===== config.mk =====
export PLATFORM = sky130hd
export DESIGN_NAME = ad_scan_ctrl_flat
export DESIGN_NICKNAME = d
export VERILOG_FILES = /design/src/rtl/ad_pkg.sv /design/src/rtl/ad_scan_ctrl_if.sv /design/src/rtl/ad_rr_arbiter.sv /design/src/rtl/ad_scan_ctrl.sv /design/src/flat_wrapper.sv
export SDC_FILE = /design/constraint.sdc
export NUM_CORES = 1
export LEC_CHECK = 0
export CAP_MARGIN = 10
export CORE_UTILIZATION = 45
export DETAILED_ROUTE_END_ITERATION = 8
export PLACE_DENSITY = 0.82
export SLEW_MARGIN = 25
export SYNTH_ARGS = -nofsm -noshare
export SYNTH_HDL_FRONTEND = slang
export SYNTH_SLANG_ARGS = --single-unit

===== constraint.sdc =====
create_clock -name adck -period 2 [get_ports adck]
set_clock_uncertainty 0.05 [all_clocks]
set_input_delay 0.6 -clock adck [delete_from_list [all_inputs] [get_ports adck]]
set_output_delay 0.6 -clock adck [all_outputs]
set_load 0.02 [all_outputs]

===== src/rtl/ad_pkg.sv =====
// Shared types and constants for the AD scan controller: FSM encoding,
// converter data width and averaging constants.
package ad_pkg;

  localparam int unsigned AD_W      = 8;
  localparam int unsigned AVG_N     = 4;
  localparam int unsigned AVG_SHIFT = 2;
  localparam int unsigned ACC_W     = AD_W + AVG_SHIFT;

  typedef enum logic [1:0] {
    ST_IDLE  = 2'd0,
    ST_START = 2'd1,
    ST_CONV  = 2'd2
  } ad_state_e;

endpackage


===== src/rtl/ad_scan_ctrl_if.sv =====
// Requester/converter-facing bundle of the AD scan controller.
// master = requesters + converter side, slave = the controller.
interface ad_scan_ctrl_if #(
  parameter int unsigned NREQ = 4
) ();
  localparam int unsigned IDW = $clog2(NREQ);

  logic [NREQ-1:0]         req;
  logic [ad_pkg::AD_W-1:0] ad_data;
  logic                    ad_start;
  logic [ad_pkg::AD_W-1:0] dout;
  logic [NREQ-1:0]         done;
  logic [IDW-1:0]          grant_id;
  logic                    busy;

  modport master (
    output req,
    output ad_data,
    input  ad_start,
    input  dout,
    input  done,
    input  grant_id,
    input  busy
  );

  modport slave (
    input  req,
    input  ad_data,
    output ad_start,
    output dout,
    output done,
    output grant_id,
    output busy
  );
endinterface


===== src/rtl/ad_rr_arbiter.sv =====
// Combinational round-robin pick: first set request at or after last_grant+1,
// wrapping modulo NREQ.
module ad_rr_arbiter #(
  parameter  int unsigned NREQ = 4,
  localparam int unsigned IDW  = $clog2(NREQ)
) (
  input  logic [NREQ-1:0] req,
  input  logic [IDW-1:0]  last_grant,
  output logic [IDW-1:0]  pick_c,
  output logic            valid_c
);

  logic [IDW-1:0] idx;

  always_comb begin
    pick_c  = '0;
    valid_c = 1'b0;
    idx     = '0;
    for (int unsigned i = 1; i <= NREQ; i++) begin
      idx = IDW'((32'(last_grant) + i) % NREQ);
      if (!valid_c && req[idx]) begin
        pick_c  = idx;
        valid_c = 1'b1;
      end
    end
  end

endmodule


===== src/rtl/ad_scan_ctrl.sv =====
// Conversion sequencer and round-robin arbiter for the shared 8-bit converter.
// Define AD_SCAN_AVG_EN to run 4 conversions per grant and return their average.
module ad_scan_ctrl
  import ad_pkg::*;
#(
  parameter int unsigned NREQ        = 4,
  parameter int unsigned CONV_CYCLES = 3
) (
  input logic          adck,
  input logic          reset,
  ad_scan_ctrl_if.slave bus
);

  localparam int unsigned IDW   = $clog2(NREQ);
  localparam int unsigned CNT_W = $clog2(CONV_CYCLES) + 1;
  localparam logic [CNT_W-1:0] CNT_LOAD = CNT_W'(CONV_CYCLES - 1);

  ad_state_e         state_q;
  logic [CNT_W-1:0]  cnt_q;
  logic [IDW-1:0]    last_grant_q;
  logic [IDW-1:0]    grant_id_q;
  logic              ad_start_q;
  logic [NREQ-1:0]   done_q;
  logic [AD_W-1:0]   dout_q;
  logic              busy_q;

  logic [IDW-1:0]    arb_pick_c;
  logic              arb_valid_c;

`ifdef AD_SCAN_AVG_EN
  localparam int unsigned PASS_W = $clog2(AVG_N);
  logic [ACC_W-1:0]  acc_q;
  logic [ACC_W-1:0]  acc_sum_c;
  logic [PASS_W-1:0] pass_q;

  assign acc_sum_c = acc_q + ACC_W'(bus.ad_data);
`endif

  ad_rr_arbiter #(.NREQ(NREQ)) u_arb (
    .req        (bus.req),
    .last_grant (last_grant_q),
    .pick_c     (arb_pick_c),
    .valid_c    (arb_valid_c)
  );

  // Sequencer: grant in IDLE, pulse start, count down the conversion, capture.
  always_ff @(posedge adck or negedge reset) begin
    if (!reset) begin
      state_q      <= ST_IDLE;
      cnt_q        <= '0;
      last_grant_q <= IDW'(NREQ - 1);
      grant_id_q   <= '0;
      ad_start_q   <= 1'b0;
      done_q       <= '0;
      dout_q       <= '0;
      busy_q       <= 1'b0;
`ifdef AD_SCAN_AVG_EN
      acc_q        <= '0;
      pass_q       <= '0;
`endif
    end else begin
      ad_start_q <= 1'b0;
      done_q     <= '0;
      case (state_q)
        ST_IDLE: begin
          if (arb_valid_c) begin
            grant_id_q <= arb_pick_c;
            ad_start_q <= 1'b1;
            busy_q     <= 1'b1;
            state_q    <= ST_START;
`ifdef AD_SCAN_AVG_EN
            acc_q      <= '0;
            pass_q     <= '0;
`endif
          end
        end
        ST_START: begin
          cnt_q   <= CNT_LOAD;
          state_q <= ST_CONV;
        end
        ST_CONV: begin
          if (cnt_q != '0) begin
            cnt_q <= cnt_q - CNT_W'(1);
          end else begin
`ifdef AD_SCAN_AVG_EN
            if (pass_q == PASS_W'(AVG_N - 1)) begin
              dout_q       <= AD_W'(acc_sum_c >> AVG_SHIFT);
              done_q       <= NREQ'(1) << grant_id_q;
              last_grant_q <= grant_id_q;
              busy_q       <= 1'b0;
              state_q      <= ST_IDLE;
            end else begin
              acc_q      <= acc_sum_c;
              pass_q     <= pass_q + PASS_W'(1);
              ad_start_q <= 1'b1;
              state_q    <= ST_START;
            end
`else
            dout_q       <= bus.ad_data;
            done_q       <= NREQ'(1) << grant_id_q;
            last_grant_q <= grant_id_q;
            busy_q       <= 1'b0;
            state_q      <= ST_IDLE;
`endif
          end
        end
        default: state_q <= ST_IDLE;
      endcase
    end
  end

  assign bus.ad_start = ad_start_q;
  assign bus.done     = done_q;
  assign bus.dout     = dout_q;
  assign bus.grant_id = grant_id_q;
  assign bus.busy     = busy_q;

endmodule

===== src/flat_wrapper.sv =====
// flat-port wrapper written by rule: the top's interface ports become plain ports
module ad_scan_ctrl_flat import ad_pkg::*;
#(
  parameter int unsigned NREQ        = 4,
  parameter int unsigned CONV_CYCLES = 3
)
  (adck, reset, bus_req, bus_ad_data, bus_ad_start, bus_dout, bus_done, bus_grant_id, bus_busy);
  ad_scan_ctrl_if #(.NREQ(NREQ)) bus_i ();
  input logic adck;
  input logic reset;
  input wire logic [$bits(bus_i.req)-1:0] bus_req;
  input wire logic [$bits(bus_i.ad_data)-1:0] bus_ad_data;
  output wire logic [$bits(bus_i.ad_start)-1:0] bus_ad_start;
  output wire logic [$bits(bus_i.dout)-1:0] bus_dout;
  output wire logic [$bits(bus_i.done)-1:0] bus_done;
  output wire logic [$bits(bus_i.grant_id)-1:0] bus_grant_id;
  output wire logic [$bits(bus_i.busy)-1:0] bus_busy;
  assign bus_i.req = bus_req;
  assign bus_i.ad_data = bus_ad_data;
  assign bus_ad_start = bus_i.ad_start;
  assign bus_dout = bus_i.dout;
  assign bus_done = bus_i.done;
  assign bus_grant_id = bus_i.grant_id;
  assign bus_busy = bus_i.busy;
  ad_scan_ctrl #(.NREQ(NREQ), .CONV_CYCLES(CONV_CYCLES)) u_core (.adck(adck), .reset(reset), .bus(bus_i));
endmodule

# Word-level counts from Yosys, hierarchy flattened
# Index checks and enable logic that the tools add are counted.
# totals
input_bits	14
reg_bits	23
wordCells	67
# op_classes
n_shift	1
n_eq_ne	5
reduce_logical	15
muxes	28
n_addsub	5
bitwise	1
order_cmp	4
# op_table
cell	n
$lt 2x3->1 const B	4
$mux 1	12
$mux 2	6
$bmux 1 s2	4
$mux 4	2
$reduce_and 2->1	4
$pmux 2 s3	1
$pmux 3 s2	1
$add 2x1->2 const B	2
$add 2x2->2 const B	2
$ne 2x1->1 const B	2
$reduce_bool 2->1	2
$shl 1x2->4 const A	1
$logic_and 1x1->1	3
$logic_not 1->1	3
$mux 3	1
$reduce_and 3->1	1
$reduce_bool 3->1	1
$sub 3x1->3 const B	1
$eq 2x1->1 const B	1
$eq 2x2->1 const B	1
$logic_not 2->1	1
$ne 2x2->1 const B	1
$pmux 1 s2	1
$not 1->1	1

# Depth between registers and ports, before layout
# depth
ltp_word	15
mapped_depth	7

# By module
# Synthesis repeated with hierarchy kept, for this count alone.
# unflattened
hier_cells	105
hier_area_um2	1052.3
# by_module_without_submodules
module	n_inst	cells_per_inst	area_per_inst_um2
ad_scan_ctrl	1	91	960.9
ad_rr_arbiter	1	14	91.3

# Worst setup path before layout
# Ideal clock, no wire load.
# synth_timing
kind	input -> register
startpoint	input port bus_req[2]
endpoint	register u_core.busy_q, in the netlist u_core.bus.busy
setup_slack_ns	0.587
t_required_ns	1.832
path_stages	3
path_buffers	0
setup_time_ns	0.118
arrival_time_ns	1.245
cell_sequence	nor4_1 -> nor3_2 -> a21o_1
# synth_between
elab_chain_len	14
# synth_lines
element	line_no	source
start, declared	flat_wrapper.sv:11	input wire logic [$bits(bus_i.req)-1:0] bus_req;
$bmux 1 s2	ad_rr_arbiter.sv:21	if (!valid_c && req[idx]) begin
$mux 1 (implied by the code)	ad_rr_arbiter.sv:21	
$mux 1	ad_rr_arbiter.sv:21	
$logic_not 1->1	ad_rr_arbiter.sv:21	
$logic_and 1x1->1	ad_rr_arbiter.sv:21	
$mux 1	ad_rr_arbiter.sv:21	
$logic_not 1->1	ad_rr_arbiter.sv:21	
$logic_and 1x1->1	ad_rr_arbiter.sv:21	
$mux 1	ad_rr_arbiter.sv:21	
$logic_not 1->1	ad_rr_arbiter.sv:21	
$logic_and 1x1->1	ad_rr_arbiter.sv:21	
$mux 1 *	ad_rr_arbiter.sv:21	
$ne 2x1->1 (no line) *	n/a	
$reduce_and 3->1 (no line) *	n/a	
end signal, assigned	ad_scan_ctrl.sv:56	busy_q <= 1'b0;
end signal, assigned	ad_scan_ctrl.sv:69	busy_q <= 1'b1;
end signal, assigned	ad_scan_ctrl.sv:102	busy_q <= 1'b0;
end, declared	ad_scan_ctrl.sv:25	logic busy_q;
# Mark *: on every way between the ends. The rest lies on a longest branch, timed or not. The select of a mux whose other input is x is not followed.
# A chain may end at the register's enable or synchronous reset.

# Worst setup path after layout
# layout_timing
startpoint	register u_core.grant_id_q[0], in the netlist u_core.bus.grant_id[0]
endpoint	output port bus_grant_id[0]
# layout_rtl
element	line_no	source
start, declared	ad_scan_ctrl.sv:21	logic [IDW-1:0] grant_id_q;
start signal, assigned	ad_scan_ctrl.sv:67	grant_id_q <= arb_pick_c;
end, declared	flat_wrapper.sv:16	output wire logic [$bits(bus_i.grant_id)-1:0] bus_grant_id;
# No word-level cell between the ends.

==> results.sh <==
export IMPL_p_int_mw=1.217
export IMPL_routed_wirelength_um=1918
export IMPL_clock_root_cell="sky130_fd_sc_hd__clkbuf_4"
export IMPL_grt_usage_pct=18.07
export IMPL_worstReg2RegStart="u_core.cnt_q[0]"
export IMPL_placeableCoreArea_um2=2062
export IMPL_grt_pass1_wl_um=3470
export IMPL_vdd_ir_drop_max_mv=0.8483
export IMPL_timing_critical_path_to_type="output pin"
export IMPL_critPathKind="reg2out"
export IMPL_fmax_mhz=515.3
export IMPL_rows=16
export IMPL_grt_max_degree=24
export IMPL_power_sequential_fraction_pct=41.9
export IMPL_clkSlewWorstSetupHoldPaths_ns=0.12
export IMPL_final_cell_mix="30 x sky130_fd_sc_hd__nand2_1, 28 x sky130_fd_sc_hd__clkdlybuf4s50_1, 21 x sky130_fd_sc_hd__dfrtp_1"
export IMPL_tritoncts_sink_count=23
export IMPL_reg2reg_setup_slack_ns=0.35
export IMPL_worst_path_stages=1
export IMPL_timing_hold_worst_class="reg2reg"
export IMPL_viasPerCell=4.958
export IMPL_timing_hold_violations_final=0
export IMPL_layout_setup_ws_ns=0.05945
export IMPL_cp_slowest_stage_delay_ns=0.60
export IMPL_layout_nets=158
export IMPL_wl_per_cell_um=11.42
export IMPL_num_antenna_cells=0
export IMPL_setup_worst_path_start="u_core.bus.grant_id[0]"
export IMPL_power_total_mw=1.998
export IMPL_floorplan_initialDensity_pct=50.18
export IMPL_number_of_antenna_violations_at_the_first_check_in_global_routing=0
export IMPL_tritoncts_num_buffers=3
export IMPL_power_per_cell_area_nw_per_um2=1426
export IMPL_dp_final_hpwl_um=1454
export IMPL_cts_htree_levels=1
export IMPL_yosys_register_bits=23
export IMPL_synthToLayoutAreaGrowth_pct=35.43
export IMPL_maxCapViolCount=0
export IMPL_postSynthNetCount=121
export IMPL_power_share_of_the_clock_group_pct=10.3
export IMPL_grt_ovfl_total=0
export IMPL_synthCells=105
export IMPL_die_area_um2=2495
export IMPL_cp_num_buf_inv=1
export IMPL_p_leak_nw=0.6353
export IMPL_worstSetupStartpointType="flop"
export IMPL_floorplan_die_height_um=49.95
export IMPL_drt_antenna_violating_nets=0
export IMPL_clk_insertion_delay_late_ns=0.30
export IMPL_place_congestion=0.8152
export IMPL_synth_lib_cells_used_distinct=31
export IMPL_holdWs_ns=0.4370
export IMPL_drt_iter0_markers=11
export IMPL_reg2reg_depth=6
export IMPL_cts_max_path_buffers=2
export IMPL_ys_warnings_count=0
export IMPL_timing_critical_path_required_ns=1.35
export IMPL_report_final_setup_viol=0
export IMPL_leading_cell_type_in_the_layout_fill_and_taps_excluded="sky130_fd_sc_hd__nand2_1"
export IMPL_critPathArrivalTime_ns=1.29
export IMPL_vias=833
export IMPL_final_instance_count_excl_fill=168
export IMPL_p_sw_share_pct=39.07
export IMPL_net_switching_power_uw=780.5
export IMPL_fin_setup_tns_ns=0
export IMPL_post_synth_instance_area_um2=1035
export IMPL_die_w_um=49.95
export IMPL_placement_cell_area_um2=1376
export IMPL_worstMarginPinSlew_ns=0.3570
export IMPL_combinationalPowerShare_pct=47.8
export IMPL_via_count_of_the_first_global_routing_pass=814
export IMPL_drive_above_1_share_pct=13.48
export IMPL_maxUsedRoutingLayer="met4"
export IMPL_finish_utilization_pct=67.96
export IMPL_crit_path_top_delay_cell="sky130_fd_sc_hd__clkdlybuf4s50_1"
export IMPL_postLayoutCellArea_um2=1401
export IMPL_numPortBuffers=29
export IMPL_cp_endpoint="bus_grant_id[0]"
export IMPL_slew_headroom_pct=76.07
export IMPL_route_met2_wl_um=943
export IMPL_post_route_drc_count=0
export IMPL_fin_crit_ns=1.941
export IMPL_post_route_clock_period_utilization_pct=97.03
export IMPL_worstPathCellList="clkdlybuf4s50_1"
export IMPL_grt_setup_unrepaired="false"
export IMPL_routed_wl_met3_um=50
export IMPL_cp_max_fo=2
export IMPL_wl_met1_um=897
export IMPL_drt_pass1_iterations=4
export IMPL_cts_tree="built"
export IMPL_post_synth_cell_area_avg_um2=9.855
export IMPL_r2r_path_end="u_core.bus.done[3]"
export IMPL_timing_max_transition_violations_final=0
export IMPL_worst_path_dominant_cell_family="buffers and inverters"
export IMPL_dpl_worst_slack_ns=-0.01190
export IMPL_top_level_ports=30
export IMPL_run_status="finished clean"
export IMPL_synth_sequential_area_ratio_pct=55.86
export IMPL_post_place_cells=164
synthesized netlist by cell type:
master / number / area, µm²
sky130_fd_sc_hd__nor3_2: 1 / 10.01
sky130_fd_sc_hd__mux2i_1: 1 / 10.01
sky130_fd_sc_hd__nor4_1: 1 / 6.260
sky130_fd_sc_hd__a21o_1: 1 / 7.510
sky130_fd_sc_hd__buf_2: 1 / 5.000
sky130_fd_sc_hd__nor3b_1: 3 / 22.52
sky130_fd_sc_hd__and3_2: 1 / 7.510
sky130_fd_sc_hd__a31oi_1: 2 / 12.51
sky130_fd_sc_hd__nor2_1: 6 / 22.52
sky130_fd_sc_hd__nand3_1: 1 / 5.000
sky130_fd_sc_hd__buf_6: 2 / 22.52
sky130_fd_sc_hd__o22a_1: 1 / 8.760
sky130_fd_sc_hd__nand2_4: 1 / 11.26
sky130_fd_sc_hd__nor2_2: 1 / 6.260
sky130_fd_sc_hd__inv_2: 1 / 3.750
sky130_fd_sc_hd__dfstp_2: 2 / 52.55
sky130_fd_sc_hd__nor3b_2: 1 / 12.51
sky130_fd_sc_hd__nand3b_1: 1 / 7.510
sky130_fd_sc_hd__a211o_1: 1 / 8.760
sky130_fd_sc_hd__inv_1: 3 / 11.26
sky130_fd_sc_hd__nor2b_2: 1 / 8.760
sky130_fd_sc_hd__nor2b_1: 1 / 6.260
sky130_fd_sc_hd__nand2b_1: 3 / 18.77
sky130_fd_sc_hd__nand2_1: 30 / 112.6
sky130_fd_sc_hd__o22ai_1: 2 / 12.51
sky130_fd_sc_hd__dfrtp_1: 21 / 525.5
sky130_fd_sc_hd__a21oi_1: 6 / 30.03
sky130_fd_sc_hd__mux2_2: 1 / 11.26
sky130_fd_sc_hd__nor3_1: 4 / 20.02
sky130_fd_sc_hd__o21ai_0: 2 / 10.01
sky130_fd_sc_hd__ha_1: 2 / 25.02
timing repair:
action                                  in CTS  in global routing
hold buffers                                 0                  0
endpoints found under the setup margin       1                  0
setup buffers                                0                  0
resized for setup                            1                  0
logic make-up (layout without fill, tap and decap cells):
family                   Yosys count  count (layout)  synth area share (%)
AO/OA/AOI/OAI                     15              15                 8.707
adder cells (fa/ha/maj)            2               2                 2.418
buffers and inverters              7              43                 4.110
flip-flops                        23              23                 55.86
multiplexers                       2               2                 2.056
AND/OR/NAND/NOR                   56              56                 26.85
final cells by class:
type | count | area [µm²]
clock buffer | 4 | 26.28
tap | 27 | 33.78
timing repair buffer | 35 | 334.1
inverter | 4 | 15.01
sequential | 23 | 578.1
fill | 157 | 660.6
multi-input combinational | 75 | 414.1
worst min path at each step:
| stage | slack [ns] | depth (start not counted) | startpoint | end |
|---|---|---|---|---|
| 3_3_place_gp | 0.41 | 2 | u_core.bus.dout[0] | u_core.bus.dout[0] |
| 2_1_floorplan | 0.25 | 0 | reset | u_core.bus.ad_start |
| 6_report | 0.44 | 2 | u_core.bus.dout[5] | u_core.bus.dout[5] |
| 4_1_cts | 0.44 | 2 | u_core.bus.dout[1] | u_core.bus.dout[1] |
| 5_1_grt | 0.47 | 2 | u_core.bus.dout[5] | u_core.bus.dout[5] |
| 3_5_place_dp | 0.41 | 2 | u_core.bus.dout[1] | u_core.bus.dout[1] |
metal layers:
metal | up-vias | GRT usage (%)
met2 | 22 | 30.86
met3 | 2 | 0.9259
li1 | 422 | -
met4 | 0 | 8.095
met5 | - | 0
met1 | 387 | 23.59
power by group through the flow:
stage,combinational [mW],clock (mW),sequential [mW]
after floorplan,0.450,0,0.973
after global placement,0.943,0,0.840
after detailed placement,0.970,0,0.845
after CTS,0.966,0.215,0.835
after global routing,1.06,0.230,0.866
final,0.954,0.206,0.838
registers in the layout, summed over array words and instances, names as in the netlist:
register and count:
u_core.bus.done 4, u_core.bus.busy 1, u_core.bus.dout 8, u_core.state_q 2
u_core.bus.grant_id 2, u_core.cnt_q 3, u_core.bus.ad_start 1, u_core.last_grant_q 2
(Power assumes the default switching activity.)
